**config.mk**
```make
export PLATFORM = sky130hd
export DESIGN_NAME = integer_attr_scheduler
export DESIGN_NICKNAME = d
export VERILOG_FILES = /design/src/rtl/integer_attr_scheduler.sv
export SDC_FILE = /design/constraint.sdc
export NUM_CORES = 1
export LEC_CHECK = 0
export CAP_MARGIN = 10
export CELL_PAD_IN_SITES_DETAIL_PLACEMENT = 2
export CELL_PAD_IN_SITES_GLOBAL_PLACEMENT = 2
export CORE_UTILIZATION = 32
export CTS_CLUSTER_SIZE = 25
export DETAILED_ROUTE_END_ITERATION = 10
export PLACE_DENSITY_LB_ADDON = 0.1
export SLEW_MARGIN = 30
export SYNTH_ARGS = -nofsm -noshare
export SYNTH_HDL_FRONTEND = slang
export SYNTH_SLANG_ARGS = --single-unit
```
**constraint.sdc**
```tcl
create_clock -name clock -period 3 [get_ports clock]
set_input_delay 0.3 -clock clock [delete_from_list [all_inputs] [get_ports clock]]
set_output_delay 0.3 -clock clock [all_outputs]
set_load 0.02 [all_outputs]
```
**src/rtl/integer_attr_scheduler.sv**
```systemverilog
// Integer attribute capture for one HTML tag: parses x/y/w/h decimal values into slots.
// Optional ATTR_SATURATE_EN: saturate values at the maximum and flag error instead of wrapping.

`ifndef CHAR_BITES
`define CHAR_BITES 8
`endif
`ifndef ATTRIBUTE_VAL_BITES
`define ATTRIBUTE_VAL_BITES 10
`endif

module integer_attr_scheduler (
    input  logic                            clock,
    input  logic                            resetn,
    input  logic [`CHAR_BITES-1:0]          char,
    input  logic                            char_valid,
    output logic                            char_ready,
    output logic [`ATTRIBUTE_VAL_BITES-1:0] out_x,
    output logic [`ATTRIBUTE_VAL_BITES-1:0] out_y,
    output logic [`ATTRIBUTE_VAL_BITES-1:0] out_w,
    output logic [`ATTRIBUTE_VAL_BITES-1:0] out_h,
    output logic [3:0]                      out_mask,
    output logic                            out_err,
    output logic                            out_valid,
    input  logic                            out_ready
);

    localparam int unsigned CW = `CHAR_BITES;
    localparam int unsigned VW = `ATTRIBUTE_VAL_BITES;

    localparam logic [CW-1:0] CH_LT = CW'(8'h3C);
    localparam logic [CW-1:0] CH_GT = CW'(8'h3E);
    localparam logic [CW-1:0] CH_SP = CW'(8'h20);
    localparam logic [CW-1:0] CH_EQ = CW'(8'h3D);
    localparam logic [CW-1:0] CH_DQ = CW'(8'h22);
    localparam logic [CW-1:0] CH_0  = CW'(8'h30);
    localparam logic [CW-1:0] CH_9  = CW'(8'h39);
    localparam logic [CW-1:0] CH_LA = CW'(8'h61);
    localparam logic [CW-1:0] CH_LZ = CW'(8'h7A);
    localparam logic [CW-1:0] CH_UA = CW'(8'h41);
    localparam logic [CW-1:0] CH_UZ = CW'(8'h5A);
    localparam logic [CW-1:0] CH_X  = CW'(8'h78);
    localparam logic [CW-1:0] CH_Y  = CW'(8'h79);
    localparam logic [CW-1:0] CH_W  = CW'(8'h77);
    localparam logic [CW-1:0] CH_H  = CW'(8'h68);

    typedef enum logic [2:0] {IDLE, TAG, ANAME, AVAL, EMIT} state_t;

    state_t          state, state_next;
    logic            accept;
    logic            is_digit, is_letter, is_term, quote_ok;
    logic [CW-1:0]   digit;
    logic            sel_hit;
    logic [1:0]      sel_idx;
    logic [VW-1:0]   acc, acc_next;
    logic            sat_c;
    logic            key_set, key_hit;
    logic [1:0]      key_idx;
    logic            digit_seen, quoted, val_err;
    logic [VW-1:0]   slot [4];
    logic            clear_c, key_clr_c, key_lat_c, val_start_c;
    logic            quote_c, digit_c, bad_c, commit_c;
    logic            ready_next, valid_next;

    assign accept = char_valid && char_ready;

    // Character classification and slot selection
    always_comb begin
        is_digit  = (char >= CH_0) && (char <= CH_9);
        is_letter = ((char >= CH_LA) && (char <= CH_LZ)) || ((char >= CH_UA) && (char <= CH_UZ));
        is_term   = (char == CH_SP) || (char == CH_GT) || (quoted && (char == CH_DQ));
        quote_ok  = (char == CH_DQ) && !quoted && !digit_seen;
        digit     = char - CH_0;
        sel_hit   = 1'b1;
        sel_idx   = 2'd0;
        unique case (char)
            CH_X:    sel_idx = 2'd0;
            CH_Y:    sel_idx = 2'd1;
            CH_W:    sel_idx = 2'd2;
            CH_H:    sel_idx = 2'd3;
            default: sel_hit = 1'b0;
        endcase
    end

`ifdef ATTR_SATURATE_EN
    localparam int unsigned AW = VW + 4;
    logic [AW-1:0] acc_wide;
    always_comb begin
        acc_wide = AW'(acc) * AW'(10) + AW'(digit);
        sat_c    = acc_wide > AW'({VW{1'b1}});
        acc_next = sat_c ? {VW{1'b1}} : acc_wide[VW-1:0];
    end
`else
    always_comb begin
        sat_c    = 1'b0;
        acc_next = acc * VW'(10) + VW'(digit);
    end
`endif

    // State register, plus the handshake flags that follow it
    always_ff @(posedge clock or negedge resetn) begin
        if (!resetn) begin
            state      <= IDLE;
            char_ready <= 1'b1;
            out_valid  <= 1'b0;
        end else begin
            state      <= state_next;
            char_ready <= ready_next;
            out_valid  <= valid_next;
        end
    end

    // Next-state logic
    always_comb begin
        state_next = state;
        unique case (state)
            IDLE:  if (accept && char == CH_LT) state_next = TAG;
            TAG:   if (accept) begin
                       if (char == CH_SP)      state_next = ANAME;
                       else if (char == CH_GT) state_next = EMIT;
                   end
            ANAME: if (accept) begin
                       if (char == CH_EQ)      state_next = AVAL;
                       else if (char == CH_GT) state_next = EMIT;
                   end
            AVAL:  if (accept && is_term) state_next = (char == CH_GT) ? EMIT : ANAME;
            EMIT:  if (out_ready) state_next = IDLE;
            default: state_next = IDLE;
        endcase
    end

    // Datapath control strobes and next handshake flags
    always_comb begin
        clear_c     = accept && (state == IDLE) && (char == CH_LT);
        key_clr_c   = accept && (state == ANAME) && (char == CH_SP);
        key_lat_c   = accept && (state == ANAME) && is_letter && !key_set;
        val_start_c = accept && (state == ANAME) && (char == CH_EQ);
        quote_c     = accept && (state == AVAL) && !is_term && quote_ok;
        digit_c     = accept && (state == AVAL) && is_digit;
        bad_c       = accept && (state == AVAL) && !is_term && !is_digit && !quote_ok;
        commit_c    = accept && (state == AVAL) && is_term;
        ready_next  = (state_next != EMIT);
        valid_next  = (state_next == EMIT);
    end

    // Slot, key and accumulator registers
    always_ff @(posedge clock or negedge resetn) begin
        if (!resetn) begin
            for (int i = 0; i < 4; i++) slot[i] <= '0;
            out_mask   <= '0;
            out_err    <= 1'b0;
            key_set    <= 1'b0;
            key_hit    <= 1'b0;
            key_idx    <= 2'd0;
            acc        <= '0;
            digit_seen <= 1'b0;
            quoted     <= 1'b0;
            val_err    <= 1'b0;
        end else begin
            if (clear_c) begin
                for (int i = 0; i < 4; i++) slot[i] <= '0;
                out_mask   <= '0;
                out_err    <= 1'b0;
                key_set    <= 1'b0;
                key_hit    <= 1'b0;
                key_idx    <= 2'd0;
                acc        <= '0;
                digit_seen <= 1'b0;
                quoted     <= 1'b0;
                val_err    <= 1'b0;
            end
            if (key_clr_c) begin
                key_set <= 1'b0;
                key_hit <= 1'b0;
            end
            if (key_lat_c) begin
                key_set <= 1'b1;
                key_hit <= sel_hit;
                key_idx <= sel_idx;
            end
            if (val_start_c) begin
                acc        <= '0;
                digit_seen <= 1'b0;
                quoted     <= 1'b0;
                val_err    <= 1'b0;
            end
            if (quote_c) quoted <= 1'b1;
            if (digit_c) begin
                acc        <= acc_next;
                digit_seen <= 1'b1;
                if (sat_c) out_err <= 1'b1;
            end
            if (bad_c) begin
                val_err <= 1'b1;
                out_err <= 1'b1;
            end
            // Key is released on commit so the next name can latch its first letter
            if (commit_c) begin
                if (key_hit && digit_seen && !val_err) begin
                    slot[key_idx]     <= acc;
                    out_mask[key_idx] <= 1'b1;
                end
                key_set <= 1'b0;
                key_hit <= 1'b0;
            end
        end
    end

    assign out_x = slot[0];
    assign out_y = slot[1];
    assign out_w = slot[2];
    assign out_h = slot[3];

endmodule

```
## After elaboration in Yosys (flattened, before gate mapping)

Index checks and enable logic that the tools add are counted.

| word-level totals | value |
|---|---|
| register bits | 67 |
| input bits | 12 |
| output and inout port bits | 47 |
| word-level logic and storage cells | 130 |

| operators by class | value |
|---|---|
| add/subtract/negate cells | 2 |
| multiply operators | 1 |
| order comparisons | 10 |
| eq/ne operators | 15 |
| multiplexer cells | 39 |
| bitwise operators | 2 |
| reductions and logical operators | 45 |

Operator list:

| kind | number |
|---|---|
| 2-to-1 mux 40 bit | 3 |
| bitwise mux 40 bit | 1 |
| == test 8 x 6 -> 1 bit, second input constant | 5 |
| 2-to-1 mux 10 bit | 4 |
| == test 8 x 7 -> 1 bit, second input constant | 4 |
| logical AND 1 bit | 27 |
| 2-to-1 mux 3 bit | 9 |
| demux 10 bit (select 2 bit) | 1 |
| >= comparator 8 x 7 -> 1 bit, second input constant | 2 |
| less-or-equal comparator 8 x 7 -> 1 bit, second input constant | 2 |
| case mux 3 bit (5 select lines) | 1 |
| 2-to-1 mux 1 bit | 13 |
| 2-to-1 mux 4 bit | 3 |
| adder 10 x 8 -> 10 bit | 1 |
| multiplier 10 x 3 -> 9 bit, second input constant | 1 |
| nonzero test 3 bit | 3 |
| >= comparator 8 x 6 -> 1 bit, second input constant | 1 |
| less-or-equal comparator 8 x 6 -> 1 bit, second input constant | 1 |
| subtractor 8 x 6 -> 8 bit, second input constant | 1 |
| logical NOT 1 bit | 7 |
| == test 3 x 2 -> 1 bit, second input constant | 2 |
| == test 3 bit, second input constant | 2 |
| case mux 2 bit (3 select lines) | 1 |
| 2-to-1 mux 2 bit | 2 |
| other kinds (14) | 17 |

## Longest topological paths before layout

| depth | value |
|---|---|
| depth in word-level cells | 8 |
| depth in mapped cells | 11 |
| depth with buffers taken out | 11 |

## Least setup slack after synthesis

No wires, ideal clock.

| path | value |
|---|---|
| path kind | reg2reg |
| start point | register acc[1] |
| end point | register acc[8] |
| library setup time | 146 ps |
| arrival time | 2605 ps |
| data required time | 2854 ps |
| path slack | 249 ps |
| cell stages (with the launch flop) | 11 |
| buffers on the path | 0 |
| period minus slack after synthesis | 2751 ps |
| cells stage by stage | dfrtp_1 -> ha_1 -> ha_1 -> fa_1 -> xor2_1 -> ha_1 -> o21a_1 -> a221oi_1 -> o31ai_1 -> xnor2_1 -> mux2i_1 |

| on the way | value |
|---|---|
| cells in the longest elaborated chain, start to end | 3 |

Ends and longest elaborated chain:

| element | line | source |
|---|---|---|
| start: declaration | 54 | `logic [VW-1:0] acc, acc_next;` |
| start signal: assignment | 188 | `acc <= acc_next;` |
| multiplier 10 x 3 -> 9 bit | 95 | `acc_next = acc * VW'(10) + VW'(digit);` |
| adder 10 x 8 -> 10 bit | 95 |  |
| 2-to-1 mux 10 bit | 187 | `if (digit_c) begin` |

No other way between the ends.
A chain may end at the register's enable or synchronous reset.

## Worst setup path after layout

Same ends and word-level chain as after synthesis.

==> run summary <==
Final cycle utilization of the critical path - 95.0%
I/O pin cnt - 59
Worst ir drop on vdd - 0.326 mV
Final layout net count - 495
# DRC - 0
Floorplan Core Area - 11400 sq um
Most used DFF post-synth - dfrtp_1
Critical path launch point type - flip-flop
Global-route wire length before repair - 18000 um
Fmax - 0.351 GHz
Critical path's largest stage delay - 0.41 ns
Maximum fanout along the worst path - 5
Worst skew pair latency - 0.33 ns
Count of antenna-violating nets left after detailed routing - 0
Synth async-reset ratio - 100%
Routed wire length - 10900 um
Die ar. - 12100 sq um
Final estimated routing congestion in global placement - 0.766
Final Max Slew Viols - 0
Total power per unit cell area - 493 nW/um^2
Clock period minus final worst setup slack - 2.85 ns
Synthesized area per cell - 9.39 sq um
Slew headroom - 49.6%
Number of hold violations in the final report - 0
Netlist area before placement - 3740 sq um
Final global-route overflow total - 0
Sequential area share after synthesis - 44.9%
CTS hold repair buffers - 0
Commonest cells after routing, fill and taps aside - dfrtp_1 (66), clkdlybuf4s50_1 (57), nand2_1 (55), o21ai_0 (55), nand3_1 (34)
Post-Route Skew - 0.00551 ns
Clock transition at path regs - 0.06 ns
Setup Crit Path Kind - reg2reg
Static Leakage - 2.14 nW
Number of nets produced by synthesis - 434
CP dominant cell by count - ha_1
Register bit count reported by yosys - 67
Kind of end point of the critical path - flip-flop
Pin count of the biggest net entering global routing - 48
# setup viols final - 0
Initial core utilization - 32.7%
Number of global-route vias before repair - 3408
Width of the chip - 110 um
Number of clock sinks - 67
Post-CTS Setup Bufs - 0
Slew at the pin with the worst max-slew slack - 0.756 ns
Slowest cell on crit path - fa_1
Gate Count Post-Synth - 398
Hpwl dp - 8050 um
Signed area change from the synthesized netlist to the final layout - 30.2%
DP Worst Slack - 0.133 ns
Syn. warnings - 0
Critical Path RT - 3.21 ns
Antenna Diode Count - 0
Height of the chip - 110 um
Avg Vias per Cell - 5.32
Overall power of the completed layout - 2.40 mW
All-Layer GR Usage - 19.8%
Number of enable-type register cells in the synthesized netlist - 0
Hold crit path type - in2async
Outcome - complete, no violations
Endpoint arrival time on the critical path - 3.06 ns
Root Buffer - clkbuf_16
Layout cell share with drive strength beyond 1 - 9.05%
Buffer depth of the longest clock path - 2
Detailed router's first-iteration violation count - 118
Initial antenna violation count - 0
Critical-path cell list - ha_1 -> ha_1 -> fa_1 -> xor2_1 -> ha_1 -> o21a_1 -> a221oi_1 -> o31ai_1 -> xnor2_1 -> mux2i_1
Buffers added on ports - 58
Detail-routed net length per standard cell - 18.0 um
Drt pass-1 iters - 4
H-tree level count - 3
TritonCTS clock tree - done
PnR worst setup slack - 0.149 ns
Utilization after layout - 42.6%
Cell variety after synth - 53
Number of buffers created by CTS - 9
Overall via count from detail_route - 3229
Cell row count - 39
Number of max-cap violations - 0
Most frequent standard cell in the layout excluding fill and tap cells - dfrtp_1
[through the flow]
stage	hold slack, ns	TNS (ns)	instances	instance area [sq um]
after floorplan	0.00441	0	398	3740
after global placement	0.412	0	591	4500
after detailed placement	0.410	0	591	4500
after CTS	0.0574	0	607	4840
after global routing	0.0841	-0.0318	607	4860
final	0.0438	0	607	4860
[cells by family (layout without fill, tap and decap cells)]
group | after synthesis | in the layout | synth area share (%)
AOI/OAI and AO/OA | 108 | 108 | 17.9
xor gates and xnor gates | 13 | 13 | 3.42
adders and majority gates | 24 | 24 | 8.44
buffers and inverters | 43 | 109 | 5.02
DFF | 67 | 67 | 44.9
muxes | 7 | 7 | 1.88
and+or+nand+nor | 136 | 136 | 18.4
[layer usage]
metal	part of all wire, %	track usage, %
met1	49	27.3
met2	48	31.9
met5	0	0
met3	1.9	2.35
met4	1.7	7.43
[sequential cells by signal, summed over array words and instances (netlist names), 2 cells and up]
signal    cells
out_x        10
out_h        10
out_y        10
acc          10
key_idx       2
out_mask      4
state         3
out_w        10
[cell type report]
| cell class | count | area, sq um |
|---|---|---|
| Fill cell | 1265 | 6560 |
| Clock buffer | 12 | 236 |
| Sequential cell | 67 | 1680 |
| Clock inverter | 4 | 98.8 |
| Timing Repair Buffer | 73 | 701 |
| Multi-Input combinational cell | 288 | 1900 |
| Inverter | 20 | 75.1 |
| Tap cell | 143 | 179 |
[synthesized netlist by cell type (all sizes together), types with 4 or more instances]
library cell  instances  area [sq um]
dfrtp                66          1650
nand2                55           206
o21ai                55           275
nand3                34           170
ha                   22           275
inv                  20          75.1
a21oi                17          85.1
clkbuf               14          62.6
a21o                  9          67.6
buf                   9          50.1
xnor2                 8          70.1
mux2i                 7          70.1
nor2                  7          28.8
nand4                 6          37.5
nor3                  5          25.0
o31ai                 5          37.5
nand3b                4          30.0
o211ai                4          30.0
xor2                  4          35.0
[critical path, delay by kind of cell (launching register included)]
family / cells / cell delay (ns)
AOI/OAI and AO/OA: 3 / 0.62
xor gates and xnor gates: 2 / 0.34
adders and majority gates: 4 / 1.30
DFF: 1 / 0.38
muxes: 1 / 0.09
[path summary, 6_finish.rpt]
check,startpoint,end,slack (ns),depth (start not counted)
setup / recovery,acc[1],acc[8],0.15,10
hold / removal,resetn,out_x[0],0.04,1
setup reg to reg,acc[1],acc[8],0.15,10
hold reg to reg,key_set,key_set,0.47,1
max in group asynchronous,resetn,char_ready,2.15,2
min in group clock,key_set,key_set,0.47,1
[where the power goes]
part | total [mW] | leakage, nW | internal [mW] | switching [mW]
Sequential | 0.950 | 0.918 | 0.927 | 0.0229
Clock | 1.20 | 0.161 | 0.814 | 0.386
Combinational | 0.248 | 1.06 | 0.103 | 0.145
Total | 2.40 | 2.14 | 1.84 | 0.555
[repair_timing]
| action | in CTS | in global routing |
|---|---|---|
| gates resized for setup | 0 | 4 |
| endpoints found under the hold margin | 0 | 0 |
| setup endpoints to repair | 0 | 2 |
Power figures use the tool's default switching activity.
